==> config.mk <==
export PLATFORM = sky130hd
export DESIGN_NAME = uart_rx_parser
export DESIGN_NICKNAME = d
export VERILOG_FILES = /design/src/rtl/uart_rx_parser.sv
export SDC_FILE = /design/constraint.sdc
export NUM_CORES = 1
export LEC_CHECK = 0
export BUFFER_PORTS_ARGS = -buffer_cell sky130_fd_sc_hd__buf_2
export CORE_MARGIN = 2
export CORE_UTILIZATION = 54
export CTS_CLUSTER_DIAMETER = 120
export CTS_CLUSTER_SIZE = 16
export DETAILED_ROUTE_END_ITERATION = 7
export MAX_ROUTING_LAYER = met4
export PLACE_DENSITY_LB_ADDON = 0.25
export SLEW_MARGIN = 10
export SYNTH_ARGS = -nofsm -noshare
export SYNTH_HDL_FRONTEND = slang
export SYNTH_SLANG_ARGS = --single-unit
==> constraint.sdc <==
create_clock -name clk -period 2.8 [get_ports clk]
set_input_delay 0.14 -clock clk [delete_from_list [all_inputs] [get_ports clk]]
set_output_delay 0.14 -clock clk [all_outputs]
set_load 0.03 [all_outputs]
==> src/rtl/uart_rx_parser.sv <==
// Framed-packet parser behind a UART RX FIFO: hunts SOF 0xA5, checks LEN and XOR
// checksum, then replays the buffered payload on a valid/ready stream.
module uart_rx_parser #(
  parameter int unsigned DBIT    = 8,
  parameter int unsigned MAX_LEN = 16
) (
  input  logic            clk,
  input  logic            reset,
  input  logic [DBIT-1:0] r_data,
  input  logic            rx_empty,
  output logic            rd_uart,
  output logic [DBIT-1:0] out_data,
  output logic            out_valid,
  output logic            out_last,
  input  logic            out_ready,
  output logic            frame_ok,
  output logic            len_err,
  output logic            chk_err,
  output logic [7:0]      drop_cnt
);

  localparam int unsigned IW        = (MAX_LEN > 1) ? $clog2(MAX_LEN) : 1;
  localparam logic [7:0]  MAX_LEN_B = 8'(MAX_LEN);
  localparam logic [DBIT-1:0] SOF   = DBIT'(8'hA5);

  typedef enum logic [2:0] {
    S_HUNT,
    S_LEN,
    S_PAYLOAD,
    S_CHK,
    S_SEND
  } state_t;

  state_t          state;
  logic            byte_vld;
  logic [7:0]      idx;
  logic [7:0]      len;
  logic [DBIT-1:0] chk;
  logic [DBIT-1:0] buf_mem [MAX_LEN];

  logic [7:0]      rx_byte;
  logic [7:0]      idx_inc;
  logic [7:0]      drop_nxt;
  logic            buf_we;
  logic            fetch_ok;

  assign rx_byte  = 8'(r_data);
  assign idx_inc  = idx + 8'd1;
  assign drop_nxt = (drop_cnt == 8'hFF) ? drop_cnt : drop_cnt + 8'd1;
  assign buf_we   = byte_vld && (state == S_PAYLOAD);
  // A checksum byte in flight may move us into SEND, so no fetch may be launched alongside it.
  assign fetch_ok = !rx_empty && !rd_uart && (state != S_SEND) &&
                    !(byte_vld && (state == S_CHK));

  // Payload storage carries no reset; it is always written before it is read.
  always_ff @(posedge clk) begin
    if (buf_we) buf_mem[IW'(idx)] <= r_data;
  end

  always_ff @(posedge clk or negedge reset) begin
    if (!reset) begin
      state     <= S_HUNT;
      byte_vld  <= 1'b0;
      rd_uart   <= 1'b0;
      out_data  <= '0;
      out_valid <= 1'b0;
      out_last  <= 1'b0;
      frame_ok  <= 1'b0;
      len_err   <= 1'b0;
      chk_err   <= 1'b0;
      drop_cnt  <= 8'd0;
      idx       <= 8'd0;
      len       <= 8'd0;
      chk       <= '0;
    end else begin
      rd_uart  <= fetch_ok;
      byte_vld <= rd_uart;
      frame_ok <= 1'b0;
      len_err  <= 1'b0;
      chk_err  <= 1'b0;

      case (state)
        S_HUNT: begin
          if (byte_vld && (r_data == SOF)) state <= S_LEN;
        end
        S_LEN: begin
          if (byte_vld) begin
            if ((rx_byte == 8'd0) || (rx_byte > MAX_LEN_B)) begin
              len_err  <= 1'b1;
              drop_cnt <= drop_nxt;
              state    <= S_HUNT;
            end else begin
              len   <= rx_byte;
              idx   <= 8'd0;
              chk   <= r_data;
              state <= S_PAYLOAD;
            end
          end
        end
        S_PAYLOAD: begin
          if (byte_vld) begin
            chk <= chk ^ r_data;
            idx <= idx_inc;
            if (idx == len - 8'd1) state <= S_CHK;
          end
        end
        S_CHK: begin
          if (byte_vld) begin
            if (r_data == chk) begin
              idx       <= 8'd0;
              out_valid <= 1'b1;
              out_data  <= buf_mem[IW'(0)];
              out_last  <= (len == 8'd1);
              state     <= S_SEND;
            end else begin
              chk_err  <= 1'b1;
              drop_cnt <= drop_nxt;
              state    <= S_HUNT;
            end
          end
        end
        S_SEND: begin
          if (out_ready) begin
            if (out_last) begin
              out_valid <= 1'b0;
              out_last  <= 1'b0;
              frame_ok  <= 1'b1;
              state     <= S_HUNT;
            end else begin
              idx      <= idx_inc;
              out_data <= buf_mem[IW'(idx_inc)];
              out_last <= (idx_inc == len - 8'd1);
            end
          end
        end
        default: state <= S_HUNT;
      endcase
    end
  end

endmodule

# After elaboration in Yosys (flattened, before gate mapping)

Memory sizes are Yosys's and may differ from the RTL's.
Cells that the tools add are included.

$add $sub $neg: 3
Multipliers: 0
Divide/modulo/power cells: 0
Magnitude comparators: 1
Eq/ne operators: 23
Shifts and indexed selects: 0
Muxes and demuxes: 54
Bitwise gates (word level): 2
Reductions and logical operators: 24

Operator list:

| kind                  | count |
|---|---|
| $mux W8               | 19 |
| $pmux W8 S2           | 3 |
| $pmux W8 S4           | 1 |
| $eq A8 B8 Y1          | 3 |
| $mux W3               | 8 |
| $ne A2 B2 Y1 const B  | 10 |
| $mux W1               | 19 |
| $add A8 B1 Y8 const B | 2 |
| $eq A8 B8 Y1 const B  | 2 |
| $pmux W3 S5           | 1 |
| $reduce_and A5 Y1     | 3 |
| $eq A8 B1 Y1 const B  | 1 |
| $gt A8 B5 Y1 const B  | 1 |
| $logic_not A8 Y1      | 1 |
| $reduce_and A4 Y1     | 2 |
| $reduce_and A8 Y1     | 1 |
| $sub A8 B1 Y8 const B | 1 |
| $xor A8 B8 Y8         | 1 |
| $reduce_and A7 Y1     | 1 |
| $eq A3 B2 Y1 const B  | 2 |
| $logic_and A1 B1 Y1   | 6 |
| $reduce_bool A2 Y1    | 3 |
| $ne A2 B1 Y1 const B  | 2 |
| $pmux W1 S2           | 2 |
| other kinds (10)      | 12 |

Register bits: 50
Latch bits: 0
Memory bits (writable): 128
Bits in read-only memories: 0
Input port bits: 12
Output and inout port bits: 22
Memories kept: 1

Memory list:

| memory  | depth | bits a word | rd ports | clocked after Yosys merged registers in | write ports | line | text |
|---|---|---|---|---|---|---|---|
| buf_mem | 16    | 8           | 2        | 0                                       | 1           | 39   | `logic [DBIT-1:0] buf_mem [MAX_LEN];` |

# Logic depth before layout (Yosys ltp)

Depth in word-level cells: 5
Gate-level depth with buffers: 11
Gate-level depth less buffers: 7

# Least setup slack after synthesis

No wires, ideal clock.

Path kind: register to register
Start point: reg idx[0]
End point: reg out_data[1]
Setup time: 0.125 ns
Arrival time: 2.609 ns
Required time: 2.675 ns
Slack: 0.066 ns
Cell stages (with the launch flop): 12
Buffers on the path: 4
Period minus slack after synthesis: 2.734 ns
Cells stage by stage: dfrtp_1 -> buf_4 -> buf_2 -> inv_1 -> ha_1 -> buf_2 -> clkbuf_1 -> mux4_2 -> mux2i_1 -> mux2_2 -> o21ai_1 -> mux2_2

Longest elaborated chain between the ends: 5

RTL lines:

| element                | line | text |
|---|---|---|
| start, declared        | 36   | `logic [7:0] idx;` |
| start signal, assigned | 103  | `idx <= idx_inc;` |
| start signal, assigned | 130  | `idx <= idx_inc;` |
| $add A8 B1 Y8          | 48   | `assign idx_inc = idx + 8'd1;` |
| $mem_v2 Z16 W8         | -    |  |
| $mux W8                | 124  | `if (out_last) begin` |
| $mux W8                | 123  | `if (out_ready) begin` |
| $pmux W8 S2            | 82   | `case (state)` |
| end signal, assigned   | 112  | `out_data <= buf_mem[IW'(0)];` |
| end signal, assigned   | 131  | `out_data <= buf_mem[IW'(idx_inc)];` |
| end, declared          | 12   | `output logic [DBIT-1:0] out_data,` |

No other way between the ends. The select of a mux whose other input is x is not followed.
A chain may end at the register's enable or synchronous reset.

# Final worst setup path

Start point: reg idx[0]
End point: reg out_data[4]

The elaborated chain is that of the path after synthesis.

==> metrics.cfg <==
[status]
outcome = complete, no violations

[synthesis]
synth_edf_count = 128
synth_top_family_by_area = multiplexers
muxShareOfSynthArea_pct = 14.6
ys_top_cells_by_count = edfxtp_1 (128), dfrtp_1 (50), mux4_2 (32), xnor2_1 (24)
synthAdderAreaFrac_pct = 1.09
synthFlopType = edfxtp_1
syn_inst = 521
syn-cell-area_um2 = 8040
yosysMostFrequentCell = edfxtp_1
yosys_warnings = 0
synth_xor_area_share_pct = 4.20
synth_top_area_share_pct = 47.8
ys_seq_elements = 178
synth-seq-area-share_pct = 63.3
syn_avg_cell_area_um2 = 15.4
yosys.cell_types.count = 64
synth-simple-area-share_pct = 8.90
synth_top_area_cell = edfxtp_1
ys_top_cells_by_area = edfxtp_1 (48%), dfrtp_1 (16%), mux4_2 (9.0%)
synthesis.nets = 540
async_flop_share_pct = 28.1
synth-compound-area-share_pct = 5.79

[clock_tree]
path_clk_slew_ns = 0.06
root_buffer = clkbuf_16
insertion_delay_ns = 0.43
cts_sinks = 178
htreeDepth = 4
cts_resized = 0
cts-buffers-inserted = 17
cts_buffer_depth = 2
post_cts_buffers = 0
cts_tree = yes
holdBufCountCts = 2

[final_layout]
utilization_pct = 63.0
multi_input_area_um2 = 2780
regArea_um2 = 5100
area_growth_pct = 13.8
n_antenna_cell = 0
nNetsFinal = 599
drive_above_1_share_pct = 28.8
design_area_um2 = 9150
nFillCells = 1106

[detailed_routing]
vias_per_cell = 6.23
vias = 4840
dr.pass1.iters = 4
routed_wl_um = 17800
wl_per_cell_um = 23.0
drtIter0Drc = 493
drc = 0
ant_nets = 0

[global_route]
first_global_vias = 4926
gr-usage-all-layers_pct = 24.5
antenna_found_initial = 0
grt_max_degree = 31
grt_first_pass_wirelength_um = 28300
gr-total-overflow = 0

[critical_path]
r2r-start = idx[0]
cp.arrival_ns = 2.88
worstPathRequired_ns = 3.11
critPathLaunchType = register
reg2reg_slack_ns = 0.23
path_class = register to register
r2r_end = out_data[4]
reg2reg_depth = 8
worst_setup_path_end_kind = register
crit_fanout = 16

[timing]
fmax_mhz = 388
slew_viol_final = 0
finalSetupTns_ns = 0
skew_ns = 0.0148
fin_crit_sh_pct = 92.0
finalSetupViolCount = 0
slew_headroom_pct = 41.9
tightest_slew_ns = 0.871
grt_setup_unrepaired = false
finalHoldViolCount = 0
fin_ws_ns = 0.225
min_period_ns = 2.57

[floorplanning]
die_w_um = 126
die_area_um2 = 15900
core_region_area_um2 = 14500
start_util_pct = 55.3
dieHeight_um = 126
ios = 34
rows = 44

[pwr]
power.leakage_uw = 0.00329
power_uw = 8020
ir_drop_mv = 0.456
powerDensity_nw_per_um2 = 876

[placement]
gp_congestion = 0.934
io_buffer_count = 33
place_area_um2 = 8540
dp_hpwl_um = 12100
dp_slack_ns = 0.251

[worst_hold_path]
hold_start = out_ready
hold_depth = 3
holdPathEnd = frame_ok
hold_class = primary input to register

[run]
maxCapViolCount = 0

registers in the layout (all words and copies together) (netlist names):
name / flops
buf_mem: 128
chk: 8
drop_cnt: 8
idx: 8
len: 8
out_data: 8
state: 3
byte_vld: 1
chk_err: 1
frame_ok: 1
len_err: 1
out_last: 1
out_valid: 1
rd_uart: 1
area by class of cell:
cell class	count	area share, %
inverter	10	0.410
clock buffer	20	4.99
timing repair buffer	65	4.62
tap	184	2.52
sequential	178	55.7
multi-input combinational	308	30.4
clock inverter	12	1.42
cell usage in the layout (no fill, tap or decap), types with 3 or more instances in the layout:
cell,count
mux2_2,21
nor4_1,5
and3_1,6
and2_1,4
edfxtp_1,128
buf_2,33
nand4_1,8
dfrtp_1,49
o21a_1,3
nor3b_1,5
buf_4,29
o41ai_1,4
o21ai_1,12
xor2_1,9
mux2_1,3
nor3_1,13
nor2_1,19
ha_1,7
mux2i_1,18
xnor2_1,24
nand3_1,21
o21ai_0,8
nand2_1,18
a21oi_1,12
clkinv_2,3
mux4_2,32
inv_1,9
clkbuf_16,17
clkinv_4,3
nand2b_1,4
a31oi_1,10
power breakdown:
part           leakage [µW]  internal, µW  total [µW]  switching, µW
logic               0.00119          1130        2470           1340
registers           0.00181          3010        3220            204
clock network      0.000288          1360        2330            968
logic make-up after synthesis:
family,count (synthesis)
buf+inv,35
mux,74
flops,178
fa+ha+maj,7
simple gates,124
xor+xnor,36
compound gates,67
per-layer routing:
layer	global-route usage [%]	vias up	routed length, µm
met5	-	-	0
met4	7.76	0	364
met3	4.38	43	797
met2	39.2	159	8970
met1	32.3	2482	7710
li1	-	2156	-
stage by stage:
step,std cells,hold WS (ns)
finish,777,0.0990
global route,777,0.0857
CTS,777,0.0745
detailed placement,743,0.284
global placement,743,0.271
floorplan,521,-0.156
worst max-delay path, cell delays in order, from the launching register on:
cell,delay (ns)
dfrtp_2,0.39
buf_4,0.24
ha_1,0.32
xor2_2,0.21
buf_4,0.35
mux2i_1,0.41
mux2_2,0.22
o21ai_1,0.05
mux2_2,0.26
worst max path at each step:
stage               startpoint           to  slack (ns)  cells past startpoint
finish                  idx[0]  out_data[4]        0.23                      8
global route            idx[0]  out_data[4]        0.14                      8
CTS                     idx[0]  out_data[4]        0.24                      8
detailed placement      idx[0]  out_data[4]        0.25                      8
global placement        idx[0]  out_data[4]        0.35                      8
floorplan               idx[0]  out_data[1]        0.07                     11
Power figures use the tool's default switching activity.
